===== config.mk =====
export PLATFORM = sky130hd
export DESIGN_NAME = axi_req_arbiter
export DESIGN_NICKNAME = d
export VERILOG_FILES = /design/src/rtl/axi_req_arbiter.sv
export SDC_FILE = /design/constraint.sdc
export NUM_CORES = 1
export LEC_CHECK = 0
export CAP_MARGIN = 20
export CORE_ASPECT_RATIO = 1.5
export CORE_MARGIN = 2
export CORE_UTILIZATION = 35
export DETAILED_ROUTE_END_ITERATION = 10
export PLACE_DENSITY = 0.86
export SETUP_SLACK_MARGIN = 0.4
export SYNTH_ARGS = -nofsm -noshare
export SYNTH_HDL_FRONTEND = slang
export SYNTH_SLANG_ARGS = --single-unit

===== constraint.sdc =====
create_clock -name clock -period 2 [get_ports clock]
set_input_delay 0.4 -clock clock [delete_from_list [all_inputs] [get_ports clock]]
set_output_delay 0.4 -clock clock [all_outputs]
set_load 0.02 [all_outputs]

===== src/rtl/axi_req_arbiter.sv =====
// rtl/axi_req_arbiter.sv - merges AXI write/read address requests into one registered command slot
// Direction arbitration is sticky for up to RUN_MAX grants while the other side waits.

module axi_req_arbiter #(
  parameter int ADDRS   = 32,
  parameter int REQID   = 4,
  parameter int RUN_MAX = 4
) (
  input  logic             clock,
  input  logic             reset,

  input  logic             aw_valid_i,
  output logic             aw_ready_o,
  input  logic [7:0]       aw_len_i,
  input  logic [1:0]       aw_burst_i,
  input  logic [REQID-1:0] aw_id_i,
  input  logic [ADDRS-1:0] aw_addr_i,

  input  logic             ar_valid_i,
  output logic             ar_ready_o,
  input  logic [7:0]       ar_len_i,
  input  logic [1:0]       ar_burst_i,
  input  logic [REQID-1:0] ar_id_i,
  input  logic [ADDRS-1:0] ar_addr_i,

  output logic             avalid_o,
  input  logic             aready_i,
  output logic             awrite_o,
  output logic [7:0]       alen_o,
  output logic [1:0]       aburst_o,
  output logic [REQID-1:0] aid_o,
  output logic [ADDRS-1:0] aaddr_o
);

  localparam logic       DIR_READ  = 1'b0;
  localparam logic [7:0] RUN_LIMIT = 8'(RUN_MAX);
  localparam logic [7:0] RUN_SAT   = 8'hFF;

  logic       last_q;
  logic [7:0] run_q;
  logic       slot_open;
  logic       sel_write;
  logic       accept;

  // Only valids steer selection; a lone requester always wins regardless of run_q.
  always_comb begin
    slot_open = !avalid_o || aready_i;
    sel_write = aw_valid_i;
    if (aw_valid_i && ar_valid_i) begin
      sel_write = (run_q < RUN_LIMIT) ? last_q : !last_q;
    end
  end

  assign aw_ready_o = !reset && slot_open && aw_valid_i && sel_write;
  assign ar_ready_o = !reset && slot_open && ar_valid_i && !sel_write;
  assign accept     = aw_ready_o || ar_ready_o;

  always_ff @(posedge clock) begin
    if (reset) begin
      avalid_o <= 1'b0;
      last_q   <= DIR_READ;
      run_q    <= 8'd0;
    end else if (accept) begin
      avalid_o <= 1'b1;
      if (sel_write == last_q) begin
        run_q <= (run_q == RUN_SAT) ? run_q : run_q + 8'd1;
      end else begin
        last_q <= sel_write;
        run_q  <= 8'd1;
      end
    end else if (aready_i) begin
      avalid_o <= 1'b0;
    end
  end

  // Payload needs no reset: it is only meaningful while avalid_o is high.
  always_ff @(posedge clock) begin
    if (accept) begin
      awrite_o <= sel_write;
      alen_o   <= sel_write ? aw_len_i   : ar_len_i;
      aburst_o <= sel_write ? aw_burst_i : ar_burst_i;
      aid_o    <= sel_write ? aw_id_i    : ar_id_i;
      aaddr_o  <= sel_write ? aw_addr_i  : ar_addr_i;
    end
  end

endmodule


==> run_summary.xml <==
<?xml version="1.0" encoding="UTF-8"?>
<metrics>
  <group name="setup_path">
    <metric name="crit_path_cells" unit="">or4b_4 &gt; mux2i_1 &gt; buf_4 &gt; nor2_4 &gt; nor4b_4 &gt; buf_4</metric>
    <metric name="worst-endpoint-required" unit="ns">1.60</metric>
    <metric name="critPathMaxFanout" unit="">2</metric>
    <metric name="r2r_setup_slack" unit="ns">-0.21</metric>
    <metric name="cp_slowest_cell" unit="">sky130_fd_sc_hd__or4b_4</metric>
    <metric name="crit_path_frequent_cell" unit="">sky130_fd_sc_hd__buf_4</metric>
    <metric name="cp.arrival" unit="ns">1.92</metric>
    <metric name="startpoint_type" unit="">register</metric>
    <metric name="worstSetupEndpointType" unit="">output port</metric>
    <metric name="cp_slowest_stage_delay" unit="ns">0.53</metric>
    <metric name="crit_type" unit="">register to output port</metric>
  </group>
  <group name="logic_synthesis">
    <metric name="yosysUniqueCellTypes" unit="">33</metric>
    <metric name="synthesis.nets" unit="">270</metric>
    <metric name="postSynth.asyncResetShare" unit="%">0</metric>
    <metric name="seq_area_frac_synth" unit="%">62.10</metric>
    <metric name="syn_inst" unit="">172</metric>
    <metric name="synth_area_leaders" unit="">sky130_fd_sc_hd__edfxtp_1, sky130_fd_sc_hd__mux2_2, sky130_fd_sc_hd__dfxtp_1</metric>
    <metric name="synth.top_cell.area_share" unit="%">54.39</metric>
    <metric name="synthFlopType" unit="">sky130_fd_sc_hd__edfxtp_1</metric>
    <metric name="synth.avg_cell_area" unit="µm²">15.09</metric>
    <metric name="synth_area_leader_cell" unit="">sky130_fd_sc_hd__edfxtp_1</metric>
    <metric name="ys_warns" unit="">0</metric>
    <metric name="cell_area_synth" unit="mm²">0.002595</metric>
    <metric name="postSynthRegisterBits" unit="">57</metric>
    <metric name="synth_enable_flop_cells" unit="">47</metric>
  </group>
  <group name="power">
    <metric name="vdd.ir_drop.worst" unit="mV">0.3786</metric>
    <metric name="power-per-cell-area" unit="mW/mm²">623.2</metric>
    <metric name="power_leakage" unit="nW">1.831</metric>
  </group>
  <group name="clock_tree">
    <metric name="clk-insertion-delay-late" unit="ns">0.33</metric>
    <metric name="clock_path_buffers" unit="">2</metric>
    <metric name="clock-root-buffer" unit="">sky130_fd_sc_hd__clkbuf_8</metric>
    <metric name="clock_tree_from_tritoncts" unit="">done</metric>
    <metric name="cts_buffers" unit="">9</metric>
    <metric name="clock_tree.htree_level_count" unit="">3</metric>
    <metric name="ctsHoldBuffers" unit="">0</metric>
    <metric name="cts_sinks" unit="">57</metric>
    <metric name="cts.clk_slew.worst_paths" unit="ns">0.07</metric>
  </group>
  <group name="die">
    <metric name="top_level_ports" unit="">147</metric>
    <metric name="chipHeight" unit="µm">109.5</metric>
    <metric name="number_of_rows_created_at_floorplan" unit="">38</metric>
    <metric name="die_area" unit="mm²">0.008133</metric>
    <metric name="initial_utilization" unit="%">35.91</metric>
    <metric name="die_width" unit="µm">74.31</metric>
    <metric name="core_area" unit="mm²">0.007227</metric>
  </group>
  <group name="sta">
    <metric name="period_share" unit="%">115.8</metric>
    <metric name="worst-slew-pin-transition" unit="ns">0.3174</metric>
    <metric name="setup_slack" unit="ns">-0.3157</metric>
    <metric name="max_slew_violation_count" unit="">0</metric>
    <metric name="hold_viol" unit="">0</metric>
    <metric name="skew" unit="ns">0.01202</metric>
    <metric name="clock.fmax" unit="GHz">0.4318</metric>
    <metric name="hold_ws" unit="ns">0.5262</metric>
    <metric name="setup_repair_after_global_routing_missed_its_margin" unit="">true</metric>
    <metric name="final-setup-viol-count" unit="">49</metric>
    <metric name="max_slew_margin" unit="%">78.78</metric>
    <metric name="period_needed" unit="ns">2.316</metric>
  </group>
  <group name="placement">
    <metric name="portBuffers" unit="">146</metric>
    <metric name="gpl.final_weighted_congestion" unit="">0.8212</metric>
    <metric name="placed_inst_area" unit="mm²">0.004349</metric>
    <metric name="dp.final_hpwl" unit="µm">5295</metric>
  </group>
  <group name="routing">
    <metric name="detailed_route_wire_length_per_cell" unit="µm">17.12</metric>
    <metric name="finalWirelength" unit="µm">7789</metric>
    <metric name="firstDrtPassIters" unit="">4</metric>
    <metric name="drcViolationCount" unit="">0</metric>
    <metric name="first_iter_violations" unit="">98</metric>
    <metric name="detail_route.vias_per_cell" unit="">4.848</metric>
    <metric name="vias" unit="">2206</metric>
    <metric name="ant_nets" unit="">0</metric>
  </group>
  <group name="grt">
    <metric name="groute.layer.met1.usage" unit="%">17.75</metric>
    <metric name="grt_first_pass_wirelength" unit="µm">11030</metric>
    <metric name="grt-ovfl-total" unit="">0</metric>
    <metric name="antenna_found_initial" unit="">0</metric>
    <metric name="grt.total_usage" unit="%">18.87</metric>
    <metric name="busiest_layer" unit="">met2</metric>
    <metric name="via_count_of_the_first_global_routing_pass" unit="">2352</metric>
    <metric name="globalRouteMet2Util" unit="%">35.65</metric>
    <metric name="grt_max_degree" unit="">30</metric>
    <metric name="gr-usage-met3" unit="%">6.049</metric>
  </group>
  <group name="layout">
    <metric name="drive_above_1_share" unit="%">34.93</metric>
    <metric name="layout.cells.most_common_list" unit="">sky130_fd_sc_hd__clkdlybuf4s50_1, sky130_fd_sc_hd__dlygate4sd2_1, sky130_fd_sc_hd__edfxtp_1, sky130_fd_sc_hd__mux2_2, sky130_fd_sc_hd__buf_4</metric>
    <metric name="final_net_count" unit="">448</metric>
    <metric name="area.growth.synth_to_final" unit="%">84.43</metric>
    <metric name="num_antenna_cells" unit="">0</metric>
    <metric name="fillcell_total" unit="">559</metric>
    <metric name="layout.cells.most_common" unit="">sky130_fd_sc_hd__clkdlybuf4s50_1</metric>
    <metric name="stdcell_area" unit="mm²">0.004786</metric>
  </group>
  <group name="hold_path">
    <metric name="holdCritPathClass" unit="">register to register</metric>
  </group>
  <group name="status">
    <metric name="run_status" unit="">finished, violations left</metric>
    <metric name="violations" unit="">negative setup slack</metric>
  </group>
  <group name="run">
    <metric name="max_cap_viol_count" unit="">0</metric>
  </group>
</metrics>
-- final timing paths --
path             from  cells past startpoint           to
min          run_q[1]                      2     run_q[1]
max          run_q[4]                      6   ar_ready_o
min reg2reg  run_q[1]                      2     run_q[1]
max reg2reg  run_q[4]                      7  aaddr_o[30]
-- metal layers --
layer	wire (µm)	vias to the layer above
li1	-	1033
met1	2671	1045
met2	4362	111
met3	590	17
met4	165	0
met5	0	-
-- cell usage after synthesis, types with 3 or more instances --
master	n
sky130_fd_sc_hd__a21oi_1	7
sky130_fd_sc_hd__a211oi_1	4
sky130_fd_sc_hd__a41oi_1	3
sky130_fd_sc_hd__nand4_1	3
sky130_fd_sc_hd__and3_1	3
sky130_fd_sc_hd__dfxtp_1	10
sky130_fd_sc_hd__a31oi_1	3
sky130_fd_sc_hd__mux2_2	36
sky130_fd_sc_hd__mux2_4	10
sky130_fd_sc_hd__edfxtp_1	47
sky130_fd_sc_hd__nor2_1	4
sky130_fd_sc_hd__o21ai_0	5
sky130_fd_sc_hd__nand2_1	5
sky130_fd_sc_hd__buf_2	5
sky130_fd_sc_hd__clkbuf_1	3
-- per-stage QoR --
stage                     total power (W)  setup TNS (ns)  setup WS, ns  util [%]  cells
after floorplan                  0.001706         -0.1085       -0.1085         -    172
after global placement           0.002061          -41.17       -0.9200     60.18    428
after detailed placement         0.002081          -47.27       -0.9967     60.18    428
after CTS                        0.002995          -7.155       -0.3432     64.77    454
after global routing             0.003104          -8.716       -0.3765     66.22    455
final                            0.002983          -6.921       -0.3157     66.22    455
-- logic make-up (layout without fill, tap and decap cells) --
kind of cell / after synthesis / count (layout) / synth area share, %
AND/OR/NAND/NOR: 30 / 30 / 6.751
flip-flops: 57 / 57 / 62.10
adder cells (fa/ha/maj): 1 / 1 / 0.4821
buffers and inverters: 11 / 194 / 2.410
multiplexers: 48 / 48 / 22.18
AO/OA/AOI/OAI: 25 / 25 / 6.076
-- timing repair --
action / 4_1_cts / 5_1_grt
setup buffers: 6 / 1
endpoints found under the setup margin: 153 / 58
gates cloned: 4 / 0
resized for setup: 84 / 26
pin swaps: 7 / 8
-- registers in the layout, indices dropped and copies added, names as in the netlist --
| register | count |
|---|---|
| aaddr_o | 32 |
| aburst_o | 2 |
| alen_o | 8 |
| aid_o | 4 |
| awrite_o | 1 |
| last_q | 1 |
| run_q | 8 |
| avalid_o | 1 |
-- where the power goes --
| group | internal, W | switching [W] |
|---|---|---|
| clock | 0.000440 | 0.000441 |
| combinational | 0.000424 | 0.000282 |
| sequential | 0.00138 | 0.0000197 |
| total | 0.00224 | 0.000742 |
-- area by class of cell --
class / instances / area [µm²] / area share [%]
clock buffers: 12 / 135.1 / 2.824
clock inverters: 4 / 20.02 / 0.4183
inverters: 1 / 11.26 / 0.2353
multi-input cells: 104 / 1090 / 22.77
flip-flops and latches: 57 / 1623 / 33.91
well taps: 100 / 125.1 / 2.614
repair buffers: 177 / 1782 / 37.23
-- critical path, delay by kind of cell (launching register included) --
kind	cells	cell delay (ns)
flip-flops	1	0.32
AND/OR/NAND/NOR	3	0.77
buffers and inverters	2	0.32
multiplexers	1	0.16
(Power assumes the default switching activity.)
